`config.mk`:
```
export PLATFORM = sky130hd
export DESIGN_NAME = vxe_axi4mas_biu
export DESIGN_NICKNAME = d
export VERILOG_FILES = /design/src/rtl/vxe_axi4mas_biu.sv
export SDC_FILE = /design/constraint.sdc
export NUM_CORES = 1
export LEC_CHECK = 0
export CAP_MARGIN = 5
export CORE_AREA = 10 10 147 149
export CTS_CLUSTER_SIZE = 40
export DETAILED_ROUTE_END_ITERATION = 16
export DIE_AREA = 0 0 157 159
export GPL_TIMING_DRIVEN = 0
export PLACE_DENSITY = 0.77
export SLEW_MARGIN = 5
export SYNTH_ARGS = -nofsm -noshare
export SYNTH_HDL_FRONTEND = slang
export SYNTH_SLANG_ARGS = --single-unit
export TNS_END_PERCENT = 20
```
`constraint.sdc`:
```
create_clock -name M_AXI4_ACLK -period 2.39 [get_ports M_AXI4_ACLK]
set_clock_uncertainty 0.05 [all_clocks]
set_input_delay 0.478 -clock M_AXI4_ACLK [delete_from_list [all_inputs] [get_ports M_AXI4_ACLK]]
set_output_delay 0.478 -clock M_AXI4_ACLK [all_outputs]
set_load 0.005 [all_outputs]
```
`src/rtl/vxe_axi4mas_biu.sv`:
```
// AXI4 master BIU: single-word queue requests become single-beat AXI4 transactions, one outstanding per path.
// Define VXE_AXI4MAS_BIU_ALIGN_EN to force AWADDR/ARADDR to word alignment.
module vxe_axi4mas_biu #(
    parameter int ADDR_WIDTH = 32,
    parameter int DATA_WIDTH = 32,
    parameter int ID_WIDTH   = 8,
    parameter int CID_WIDTH  = 8
) (
    input  logic                    M_AXI4_ACLK,
    input  logic                    M_AXI4_ARESETn,
    output logic [ID_WIDTH-1:0]     M_AXI4_AWID,
    output logic [ADDR_WIDTH-1:0]   M_AXI4_AWADDR,
    output logic [7:0]              M_AXI4_AWLEN,
    output logic [2:0]              M_AXI4_AWSIZE,
    output logic [1:0]              M_AXI4_AWBURST,
    output logic                    M_AXI4_AWLOCK,
    output logic [3:0]              M_AXI4_AWCACHE,
    output logic [2:0]              M_AXI4_AWPROT,
    output logic                    M_AXI4_AWVALID,
    input  logic                    M_AXI4_AWREADY,
    output logic [DATA_WIDTH-1:0]   M_AXI4_WDATA,
    output logic [DATA_WIDTH/8-1:0] M_AXI4_WSTRB,
    output logic                    M_AXI4_WLAST,
    output logic                    M_AXI4_WVALID,
    input  logic                    M_AXI4_WREADY,
    input  logic [ID_WIDTH-1:0]     M_AXI4_BID,
    input  logic [1:0]              M_AXI4_BRESP,
    input  logic                    M_AXI4_BVALID,
    output logic                    M_AXI4_BREADY,
    output logic [ID_WIDTH-1:0]     M_AXI4_ARID,
    output logic [ADDR_WIDTH-1:0]   M_AXI4_ARADDR,
    output logic [7:0]              M_AXI4_ARLEN,
    output logic [2:0]              M_AXI4_ARSIZE,
    output logic [1:0]              M_AXI4_ARBURST,
    output logic                    M_AXI4_ARLOCK,
    output logic [3:0]              M_AXI4_ARCACHE,
    output logic [2:0]              M_AXI4_ARPROT,
    output logic                    M_AXI4_ARVALID,
    input  logic                    M_AXI4_ARREADY,
    input  logic [ID_WIDTH-1:0]     M_AXI4_RID,
    input  logic [DATA_WIDTH-1:0]   M_AXI4_RDATA,
    input  logic [1:0]              M_AXI4_RRESP,
    input  logic                    M_AXI4_RLAST,
    input  logic                    M_AXI4_RVALID,
    output logic                    M_AXI4_RREADY,
    input  logic [CID_WIDTH-1:0]    biu_awcid,
    input  logic [ADDR_WIDTH-1:0]   biu_awaddr,
    input  logic [DATA_WIDTH-1:0]   biu_awdata,
    input  logic [DATA_WIDTH/8-1:0] biu_awstrb,
    input  logic                    biu_awvalid,
    output logic                    biu_awpop,
    output logic [CID_WIDTH-1:0]    biu_bcid,
    output logic [1:0]              biu_bresp,
    input  logic                    biu_bready,
    output logic                    biu_bpush,
    input  logic [CID_WIDTH-1:0]    biu_arcid,
    input  logic [ADDR_WIDTH-1:0]   biu_araddr,
    input  logic                    biu_arvalid,
    output logic                    biu_arpop,
    output logic [CID_WIDTH-1:0]    biu_rcid,
    output logic [DATA_WIDTH-1:0]   biu_rdata,
    output logic [1:0]              biu_rresp,
    input  logic                    biu_rready,
    output logic                    biu_rpush
);

    localparam int          STRB_WIDTH = DATA_WIDTH / 8;
    localparam int          SIZE_LOG2  = $clog2(STRB_WIDTH);
    localparam int unsigned MAP_WIDTH  = (ID_WIDTH < CID_WIDTH) ? ID_WIDTH : CID_WIDTH;
`ifdef VXE_AXI4MAS_BIU_ALIGN_EN
    localparam logic [ADDR_WIDTH-1:0] ADDR_MASK = ~ADDR_WIDTH'(STRB_WIDTH - 1);
`else
    localparam logic [ADDR_WIDTH-1:0] ADDR_MASK = '1;
`endif

    typedef enum logic [1:0] {WR_IDLE, WR_REQ, WR_RESP, WR_PUSH} wr_state_t;
    typedef enum logic [1:0] {RD_IDLE, RD_REQ, RD_RESP, RD_PUSH} rd_state_t;

    function automatic logic [ID_WIDTH-1:0] cid_to_id(input logic [CID_WIDTH-1:0] c);
        logic [ID_WIDTH-1:0] r;
        r = '0;
        for (int unsigned i = 0; i < MAP_WIDTH; i++) r[i] = c[i];
        return r;
    endfunction

    function automatic logic [CID_WIDTH-1:0] id_to_cid(input logic [ID_WIDTH-1:0] d);
        logic [CID_WIDTH-1:0] r;
        r = '0;
        for (int unsigned i = 0; i < MAP_WIDTH; i++) r[i] = d[i];
        return r;
    endfunction

    logic rst;
    assign rst = M_AXI4_ARESETn;

    // ---------------- write path ----------------
    wr_state_t               wr_state, wr_next;
    logic                    aw_pend, w_pend;
    logic [CID_WIDTH-1:0]    aw_cid_q, bcid_q;
    logic [ADDR_WIDTH-1:0]   aw_addr_q;
    logic [DATA_WIDTH-1:0]   w_data_q;
    logic [STRB_WIDTH-1:0]   w_strb_q;
    logic [1:0]              bresp_q;
    logic                    wr_pop, wr_bready, wr_push;

    always_ff @(posedge M_AXI4_ACLK) begin
        if (rst) wr_state <= WR_IDLE;
        else     wr_state <= wr_next;
    end

    always_comb begin
        wr_next = wr_state;
        case (wr_state)
            WR_IDLE: if (biu_awvalid) wr_next = WR_REQ;
            WR_REQ:  if ((!aw_pend || M_AXI4_AWREADY) && (!w_pend || M_AXI4_WREADY)) wr_next = WR_RESP;
            WR_RESP: if (M_AXI4_BVALID) wr_next = WR_PUSH;
            WR_PUSH: if (biu_bready) wr_next = WR_IDLE;
            default: wr_next = WR_IDLE;
        endcase
    end

    // Handshake outputs are gated by reset so they read 0 while reset is held.
    always_comb begin
        wr_pop    = 1'b0;
        wr_bready = 1'b0;
        wr_push   = 1'b0;
        case (wr_state)
            WR_IDLE: wr_pop    = !rst && biu_awvalid;
            WR_RESP: wr_bready = !rst;
            WR_PUSH: wr_push   = !rst && biu_bready;
            default: ;
        endcase
    end

    always_ff @(posedge M_AXI4_ACLK) begin
        if (rst) begin
            aw_pend   <= 1'b0;
            w_pend    <= 1'b0;
            aw_cid_q  <= '0;
            aw_addr_q <= '0;
            w_data_q  <= '0;
            w_strb_q  <= '0;
            bcid_q    <= '0;
            bresp_q   <= '0;
        end else begin
            if (wr_pop) begin
                aw_pend   <= 1'b1;
                w_pend    <= 1'b1;
                aw_cid_q  <= biu_awcid;
                aw_addr_q <= biu_awaddr & ADDR_MASK;
                w_data_q  <= biu_awdata;
                w_strb_q  <= biu_awstrb;
            end else begin
                if (M_AXI4_AWREADY) aw_pend <= 1'b0;
                if (M_AXI4_WREADY)  w_pend  <= 1'b0;
            end
            if (wr_bready && M_AXI4_BVALID) begin
                bcid_q  <= id_to_cid(M_AXI4_BID);
                bresp_q <= M_AXI4_BRESP;
            end
        end
    end

    // ---------------- read path ----------------
    rd_state_t               rd_state, rd_next;
    logic                    ar_pend;
    logic [CID_WIDTH-1:0]    ar_cid_q, rcid_q;
    logic [ADDR_WIDTH-1:0]   ar_addr_q;
    logic [DATA_WIDTH-1:0]   rdata_q;
    logic [1:0]              rresp_q;
    logic                    rd_pop, rd_rready, rd_push;

    always_ff @(posedge M_AXI4_ACLK) begin
        if (rst) rd_state <= RD_IDLE;
        else     rd_state <= rd_next;
    end

    always_comb begin
        rd_next = rd_state;
        case (rd_state)
            RD_IDLE: if (biu_arvalid) rd_next = RD_REQ;
            RD_REQ:  if (!ar_pend || M_AXI4_ARREADY) rd_next = RD_RESP;
            RD_RESP: if (M_AXI4_RVALID) rd_next = RD_PUSH;
            RD_PUSH: if (biu_rready) rd_next = RD_IDLE;
            default: rd_next = RD_IDLE;
        endcase
    end

    always_comb begin
        rd_pop    = 1'b0;
        rd_rready = 1'b0;
        rd_push   = 1'b0;
        case (rd_state)
            RD_IDLE: rd_pop    = !rst && biu_arvalid;
            RD_RESP: rd_rready = !rst;
            RD_PUSH: rd_push   = !rst && biu_rready;
            default: ;
        endcase
    end

    always_ff @(posedge M_AXI4_ACLK) begin
        if (rst) begin
            ar_pend   <= 1'b0;
            ar_cid_q  <= '0;
            ar_addr_q <= '0;
            rcid_q    <= '0;
            rdata_q   <= '0;
            rresp_q   <= '0;
        end else begin
            if (rd_pop) begin
                ar_pend   <= 1'b1;
                ar_cid_q  <= biu_arcid;
                ar_addr_q <= biu_araddr & ADDR_MASK;
            end else if (M_AXI4_ARREADY) begin
                ar_pend <= 1'b0;
            end
            if (rd_rready && M_AXI4_RVALID) begin
                rcid_q  <= id_to_cid(M_AXI4_RID);
                rdata_q <= M_AXI4_RDATA;
                rresp_q <= M_AXI4_RRESP;
            end
        end
    end

    // ---------------- outputs ----------------
    assign M_AXI4_AWID    = cid_to_id(aw_cid_q);
    assign M_AXI4_AWADDR  = aw_addr_q;
    assign M_AXI4_AWLEN   = 8'd0;
    assign M_AXI4_AWSIZE  = 3'(SIZE_LOG2);
    assign M_AXI4_AWBURST = 2'b01;
    assign M_AXI4_AWLOCK  = 1'b0;
    assign M_AXI4_AWCACHE = 4'b0000;
    assign M_AXI4_AWPROT  = 3'b000;
    assign M_AXI4_AWVALID = aw_pend;
    assign M_AXI4_WDATA   = w_data_q;
    assign M_AXI4_WSTRB   = w_strb_q;
    assign M_AXI4_WLAST   = 1'b1;
    assign M_AXI4_WVALID  = w_pend;
    assign M_AXI4_BREADY  = wr_bready;

    assign M_AXI4_ARID    = cid_to_id(ar_cid_q);
    assign M_AXI4_ARADDR  = ar_addr_q;
    assign M_AXI4_ARLEN   = 8'd0;
    assign M_AXI4_ARSIZE  = 3'(SIZE_LOG2);
    assign M_AXI4_ARBURST = 2'b01;
    assign M_AXI4_ARLOCK  = 1'b0;
    assign M_AXI4_ARCACHE = 4'b0000;
    assign M_AXI4_ARPROT  = 3'b000;
    assign M_AXI4_ARVALID = ar_pend;
    assign M_AXI4_RREADY  = rd_rready;

    assign biu_awpop = wr_pop;
    assign biu_bcid  = bcid_q;
    assign biu_bresp = bresp_q;
    assign biu_bpush = wr_push;
    assign biu_arpop = rd_pop;
    assign biu_rcid  = rcid_q;
    assign biu_rdata = rdata_q;
    assign biu_rresp = rresp_q;
    assign biu_rpush = rd_push;

endmodule

```
---- Word-level counts from Yosys, hierarchy flattened ----
Index checks and enable logic that the tools add are counted.
Widths: inputs -> output; s select.
word-level totals
  input port bits ......................... 180
  output and inout port bits .............. 220
  register bits ........................... 175
  logic and storage cells ................. 73
operators by class
  reduce and logical (&&, ||, !) cells .... 21
  multiplexer cells ....................... 22
  eq/ne operators ......................... 14
operators with widths
  cell                count
  $mux 2              8
  $ne 2x2->1 const B  8
  $pmux 2 s4          2
  $mux 1              12
  $eq 2x2->1 const B  4
  $reduce_and 4->1    2
  $logic_and 1x1->1   7
  $reduce_bool 2->1   3
  $eq 2x1->1 const B  2
  $logic_not 1->1     4
  $logic_not 2->1     2
  $logic_or 1x1->1    3

---- Depth between registers and ports, before layout ----
Gate-level depths: netlist of run 1.
  depth after elaboration ................. 5
  depth in mapped cells ................... 8
  mapped depth without buffers ............ 6

---- Worst setup path before layout of run 1 ----
No wires, ideal clock.
  path kind ............................... register to output
  from .................................... reg wr_state[0]
  to ...................................... out biu_awpop
  path slack .............................. 0.680 ns
  data arrival time ....................... 1.182 ns
  required time ........................... 1.862 ns
  path buffers ............................ 2
  cell stages (with the launch flop) ...... 7
  cell sequence ........................... dfxtp_1 > inv_1 > ha_1 > nand2_1 > nor2_2 > buf_4 > buf_4
between the ends
  word-level cells in the longest chain between the ends .. 2
RTL lines
  element                   RTL line  RTL
  start: declaration        97        wr_state_t wr_state, wr_next;
  start signal: assignment  108       else wr_state <= wr_next;
  $logic_not 2->1           127       case (wr_state)
  $mux 1                    127
  end: declaration          51        output logic biu_awpop,
No other way between the ends.

---- Worst setup path in the final report of run 1 ----
  from .................................... in M_AXI4_ARESETn
  to ...................................... out biu_bpush
between the ends
  word-level cells in the longest chain between the ends .. 3
RTL lines
  element             RTL line  RTL
  start: declaration  10        input logic M_AXI4_ARESETn,
  $logic_not 1->1     130       WR_PUSH: wr_push = !rst && biu_bready;
  $logic_and 1x1->1   130
  $mux 1              127
  end: declaration    55        output logic biu_bpush,
No other way between the ends.

==> results of run 1 <==
-- per-layer routing --
layer  up-vias  part of all wire, %  GRT usage [%]
li1       3392                    -              -
met1      3023                   37           20.6
met2       266                   50           34.5
met3        33                   10           8.61
met4         2                  2.0           6.09
met5         -                0.051              0
-- worst max path at each step --
stage | from | end | slack [ns] | cells past startpoint
CTS | rd_state[0]$_SDFFE_PP0P_ | biu_arpop | -0.006 | 5
detailed placement | M_AXI4_ARESETn | biu_bpush | -0.64 | 6
global placement | M_AXI4_ARESETn | biu_awpop | -0.66 | 5
finish | M_AXI4_ARESETn | biu_bpush | 0.03 | 5
global route | M_AXI4_ARESETn | biu_bpush | -0.02 | 5
floorplan | wr_state[0]$_SDFFE_PP0P_ | biu_awpop | 0.68 | 6
-- through the flow --
step                      area, µm²  std cells
after floorplan                6710        871
after global placement        10600       1460
after detailed placement      10600       1460
after CTS                     11200       1490
after global routing          11200       1490
final                         11200       1490
-- state kept, by name, indices dropped and copies added, names as in the netlist --
| name | cells |
|---|---|
| M_AXI4_ARID | 8 |
| M_AXI4_ARADDR | 32 |
| M_AXI4_ARVALID | 1 |
| rd_state | 2 |
| M_AXI4_WVALID | 1 |
| M_AXI4_AWVALID | 1 |
| biu_bcid | 8 |
| M_AXI4_WDATA | 32 |
| biu_bresp | 2 |
| M_AXI4_AWADDR | 32 |
| M_AXI4_AWID | 8 |
| wr_state | 2 |
| M_AXI4_WSTRB | 4 |
| biu_rdata | 32 |
| biu_rcid | 8 |
| biu_rresp | 2 |
-- kinds of logic (layout without fill, tap and decap cells) --
kind of cell	after synthesis	after routing	synth area share [%]
mux	1	1	0.153
fa+ha+maj	8	8	1.53
buf+inv	108	493	9.49
compound gates	180	180	14.2
other cells	2	43	0.115
flops	175	175	53.5
simple gates	356	356	21.1
-- cell usage after synthesis (2+ instances only) --
library cell,n
clkbuf_1,28
buf_2,14
and3_1,2
conb_1,2
nand2_1,338
ha_1,8
o21ai_1,18
inv_1,9
buf_4,51
nand2b_1,6
a21oi_1,43
o21ai_0,111
nor2b_1,2
a21boi_0,2
dfxtp_1,175
and2_1,2
nor2_1,2
buf_1,4
-- area by class of cell --
cell class / instances / area, µm² / area share, %
Timing Repair Buffer: 358 / 3580 / 32.0
Sequential cell: 175 / 3500 / 31.3
Multi-Input combinational cell: 588 / 2630 / 23.5
Buffer: 94 / 592 / 5.29
Clock buffer: 19 / 443 / 3.96
Tap cell: 234 / 293 / 2.62
Clock inverter: 12 / 113 / 1.01
Inverter: 10 / 37.5 / 0.335
-- worst max-delay path: stages --
cell and delay [ns]:
dlygate4sd2_1 0.33, inv_2 0.13, buf_12 0.17, and3_1 0.16
clkdlybuf4s50_1 0.56
-- power breakdown --
| group | switching, W | internal, W |
|---|---|---|
| clock | 0.00120 | 0.00147 |
| combinational | 0.00132 | 0.00162 |
| sequential | 0.000295 | 0.00346 |
-- what timing repair did --
action                     4_1_cts  5_1_grt
cloned                           0        0
hold buffers                     0        0
setup endpoints to repair        4        5
pin swaps                        1        0
buffers inserted                 3        0
gates resized for setup         19        7
==> Flow_metrics.wiki, run 1 <==
{| class="wikitable"
! Metric !! Value
|-
| Result of the run || finished, final reports clean
|-
| Count of antenna-violating nets left after detailed routing || 0
|-
| Minimum setup slack after placement || -0.637 ns
|-
| Ratio of total power to cell area || 835 nW/µm²
|-
| Area of the die || 25000 µm²
|-
| Required @ worst endpoint || 1.86 ns
|-
| Most used cells in the layout excluding fill and tap cells || 350 x clkdlybuf4s50_1, 336 x nand2_1, 175 x dfxtp_1
|-
| Clock H-tree levels || 4
|-
| Post-synthesis average cell area || 7.89 µm²
|-
| Largest buffer count on any clock path || 2
|-
| Reg clk slew, reported paths || 0.06 ns
|-
| Share of the clock period used by the worst path || 98.8%
|-
| Overall via count from detail_route || 6716
|-
| Crit path DAT || 1.83 ns
|-
| Clock tree from TritonCTS || built
|-
| Normalized max-slew margin || 60.4%
|-
| Number of sinks handled by clock tree synthesis || 175
|-
| Layout Nets || 1432
|-
| Height of the die || 159 µm
|-
| Tmin final || 2.36 ns
|-
| Async set-reset flop share out of synthesis || 0%
|-
| Wirelength, routed || 25600 µm
|-
| Critical Path Sink Type || output pin
|-
| Type of the most critical hold path || reg2reg
|-
| Mapped cell area || 6550 µm²
|-
| Global-route usage over all layers || 19.7%
|-
| Layout overhead on the synthesized area || 70.9%
|-
| Number of ports placed on the die boundary || 400
|-
| RSZ-0062 raised after global routing || true
|-
| Worst Tran Pin Value || 0.594 ns
|-
| Antenna diodes || 0
|-
| Routed length per placed instance || 17.1 µm
|-
| Number of failing setup endpoints in the final timing report || 0
|-
| Synth unique cells || 31
|-
| Overall power of the completed layout || 0.00935 W
|-
| End point of the most critical hold path || biu_rdata[26]$_SDFFE_PP0P_
|-
| Area inside the core boundary || 18600 µm²
|-
| Flops & latches, synth || 175
|-
| Wire length of the first global-routing pass || 38700 µm
|-
| Num CTS Buffers || 17
|-
| Highest clock rate || 0.424 GHz
|-
| Chip Width || 157 µm
|-
| Total of fill cells in the finished design || 1686
|-
| Gate Count Post-Synth || 830
|-
| Final setup margin || 0.0292 ns
|-
| Commonest non-fill, non-tap cell in the layout || clkdlybuf4s50_1
|-
| Pre-Repair DR Iteration Count || 7
|-
| GPL Wtd Cong || 0.849
|-
| Clock Latency Late Sink || 0.41 ns
|-
| Start point of the worst min-delay path || biu_rdata[26]$_SDFFE_PP0P_
|-
| Library cell occupying the most area in the post-synthesis netlist || dfxtp_1
|-
| Final design utilization || 60.3%
|-
| Launching point of the worst reg2reg path || wr_state[0]$_SDFFE_PP0P_
|-
| Number of global-route vias before repair || 6810
|-
| Per-cell via count in the routed design || 4.51
|-
| Worst-case register-to-register setup slack || 0.61 ns
|-
| Largest cells by area after synthesis || dfxtp_1 53%, nand2_1 19%, o21ai_0 8.5%, buf_4 5.8%, a21oi_1 3.3%
|-
| Initial core utilization || 35.3%
|-
| Residual DRC || 0
|-
| Leakage power figure || 4.33 nW
|-
| DP Wirelength || 20500 µm
|-
| Number of placement rows || 50
|-
| Pin count of the biggest net entering global routing || 20
|-
| Max-slew violation count || 0
|-
| Hold Vio Cnt, Final || 0
|-
| Post-route worst hold slack || 0.396 ns
|-
| Top cell type's share of synthesized area || 53.5%
|-
| Max-cap violation count || 0
|-
| CTS root buffer || clkbuf_16
|-
| Iteration-0 DRC count of the detailed router || 282
|-
| Reg2Reg Depth || 7
|-
| Number of antenna violations at the first check in global routing || 1
|-
| Final-layout setup total negative slack || 0 ns
|-
| EDFF count, synth || 0
|-
| Max FO, Critical Path || 19
|-
| Port Buf Inserts || 355
|-
| Worst hold path cell count || 2
|-
| Worst Setup Start Kind || primary input
|-
| Synth Warn # || 0
|-
| Worst vdd rail ir drop || 0.503 mV
|-
| Remaining global-route overflow || 0
|-
| Fraction of layout instances using a drive strength above 1 || 8.68%
|-
| Sequential cell area fraction in the yosys report || 53.5%
|-
| Setup CP Type || in2out
|-
| Flip-flop cell with the highest count after synthesis || dfxtp_1
|-
| Reg-to-reg critical path endpoint || M_AXI4_AWID[7]$_SDFFE_PP0P_
|}
(Power assumes the default switching activity.)
==> run 2: changes to the inputs <==
RECOVER_POWER = 50   (was unset)
SLEW_MARGIN = 20   (was 5)
==> run 2 against run 1 <==
  * Worst hold slack unchanged
  * Global-route usage unchanged
  * Routed wire length about the same
  * Sequential power hardly changed
  * Fmax barely moved
  * Via count grew 0.31%
  * Critical path depth did not move
  * Count of clock-buffer cells in the layout is the same
  * Final cell count is the same
  * Worst setup slack got worse by 0.0010 ns
  * Sequential share of layout area hardly changed
  * Sequential cell count stayed put
  * Critical path type unchanged
  * Largest cell class unchanged
  * Largest power group unchanged
==> Flow_metrics.wiki, run 2 (same netlist as run 1, synthesis figures left out) <==
{| class="wikitable"
! Metric !! Value
|-
| Result of the run || finished, final reports clean
|-
| Crit path DAT || 1.83 ns
|-
| Max FO, Critical Path || 19
|-
| Clock Latency Late Sink || 0.41 ns
|-
| RSZ-0062 raised after global routing || true
|-
| Max-slew violation count || 0
|-
| Residual DRC || 0
|-
| Count of antenna-violating nets left after detailed routing || 0
|-
| Reg clk slew, reported paths || 0.06 ns
|-
| Overall via count from detail_route || 6737
|-
| Required @ worst endpoint || 1.86 ns
|-
| Worst Setup Start Kind || primary input
|-
| Setup CP Type || in2out
|-
| Largest buffer count on any clock path || 2
|-
| Wire length of the first global-routing pass || 38700 µm
|-
| Highest clock rate || 0.423 GHz
|-
| Layout overhead on the synthesized area || 70.8%
|-
| Normalized max-slew margin || 60.4%
|-
| Per-cell via count in the routed design || 4.52
|-
| Hold Vio Cnt, Final || 0
|-
| Critical Path Sink Type || output pin
|-
| Port Buf Inserts || 355
|-
| Proportion of power drawn by flip-flops and latches || 40.2%
|-
| Remaining global-route overflow || 0
|-
| Final setup margin || 0.0282 ns
|-
| Pin count of the biggest net entering global routing || 20
|-
| Share of total power in combinational logic || 31.3%
|-
| Iteration-0 DRC count of the detailed router || 295
|-
| Type of the most critical hold path || reg2reg
|-
| Pre-Repair DR Iteration Count || 5
|-
| Fraction of layout instances using a drive strength above 1 || 8.28%
|-
| Share of the clock period used by the worst path || 98.8%
|-
| Number of sinks handled by clock tree synthesis || 175
|-
| Height of the die || 159 µm
|-
| Commonest non-fill, non-tap cell in the layout || clkdlybuf4s50_1
|-
| Routed length per placed instance || 17.2 µm
|-
| Worst Tran Pin Value || 0.594 ns
|-
| Share of total power consumed by net switching || 30.1%
|-
| Post-place instance area || 10600 µm²
|-
| Minimum setup slack after placement || -0.637 ns
|-
| DP Wirelength || 20500 µm
|-
| Area inside the core boundary || 18600 µm²
|-
| Max-cap violation count || 0
|-
| Most used cells in the layout excluding fill and tap cells || 350 x clkdlybuf4s50_1, 336 x nand2_1, 175 x dfxtp_1
|-
| Net load switching power || 0.00281 W
|-
| Leakage power figure || 4.31 nW
|-
| Count of placed standard cells in the final layout, fillers left out || 1490
|-
| Clock group share of total power || 28.5%
|-
| Worst vdd rail ir drop || 0.503 mV
|-
| Placed insts || 1460
|-
| Final design utilization || 60.2%
|-
| Post-route worst hold slack || 0.396 ns
|-
| Area of the die || 25000 µm²
|-
| Internal power || 0.00653 W
|-
| Antenna diodes || 0
|-
| CTS root buffer || clkbuf_16
|-
| Number of failing setup endpoints in the final timing report || 0
|-
| Wirelength, routed || 25600 µm
|-
| Chip Width || 157 µm
|-
| GPL Wtd Cong || 0.849
|-
| Number of global-route vias before repair || 6810
|-
| Clock tree from TritonCTS || built
|-
| Ratio of total power to cell area || 835 nW/µm²
|-
| Layout Nets || 1432
|-
| Initial core utilization || 35.3%
|-
| Number of antenna violations at the first check in global routing || 1
|-
| Number of ports placed on the die boundary || 400
|-
| Clock H-tree levels || 4
|-
| Total of fill cells in the finished design || 1687
|-
| Tmin final || 2.36 ns
|-
| Global-route usage over all layers || 19.7%
|-
| Num CTS Buffers || 17
|-
| Number of placement rows || 50
|-
| Post-Layout Inst Area || 11200 µm²
|}
[run 2: routing by layer]
| metal | GRT usage (%) | vias up | part of all wire (%) |
|---|---|---|---|
| met2 | 34.5 | 269 | 50 |
| met1 | 20.6 | 3040 | 37 |
| met5 | 0 | - | 0.051 |
| li1 | - | 3392 | - |
| met3 | 8.61 | 34 | 10 |
| met4 | 6.09 | 2 | 2.1 |
[run 2: final cells by class]
class | instances | area (µm²) | area share (%)
timing repair buffer | 358 | 3580 | 32.0
sequential | 175 | 3500 | 31.3
multi-input combinational | 588 | 2630 | 23.5
buffer | 94 | 588 | 5.26
clock buffer | 19 | 443 | 3.96
tap | 234 | 293 | 2.62
clock inverter | 12 | 113 | 1.01
inverter | 10 | 37.5 | 0.335
[run 2: worst paths after layout]
| kind | endpoint | slack, ns | from | cells after the start |
|---|---|---|---|---|
| min reg2reg | biu_rdata[26]$_SDFFE_PP0P_ | 0.40 | biu_rdata[26]$_SDFFE_PP0P_ | 2 |
| max reg2reg | M_AXI4_AWID[7]$_SDFFE_PP0P_ | 0.34 | wr_state[0]$_SDFFE_PP0P_ | 7 |
| min | biu_rdata[26]$_SDFFE_PP0P_ | 0.40 | biu_rdata[26]$_SDFFE_PP0P_ | 2 |
| max | biu_bpush | 0.03 | M_AXI4_ARESETn | 5 |
[run 2: critical path, cell delays in order]
cell and delay, ns:
dlygate4sd2_1 0.33, inv_2 0.13, buf_12 0.16, and3_1 0.16, clkdlybuf4s50_1 0.56
[run 2: timing repair]
item,4_1_cts,5_1_grt
pin swaps,1,0
endpoints found under the setup margin,4,5
hold buffers,0,0
buffers inserted,3,0
gates resized for setup,19,7
[run 2: stage by stage]
step,power [W],TNS [ns]
after floorplan,0.00488,0
after global placement,0.00661,-2.46
after detailed placement,0.00666,-2.44
after CTS,0.00942,-0.00559
after global routing,0.00990,-0.0282
final,0.00934,0
[run 2: power groups by stage]
stage	clock network (W)	registers, W	logic, W
CTS	0.00273	0.00375	0.00294
detailed placement	0	0.00381	0.00285
global route	0.00286	0.00381	0.00323
floorplan	0	0.00383	0.00105
global placement	0	0.00378	0.00282
finish	0.00266	0.00375	0.00293
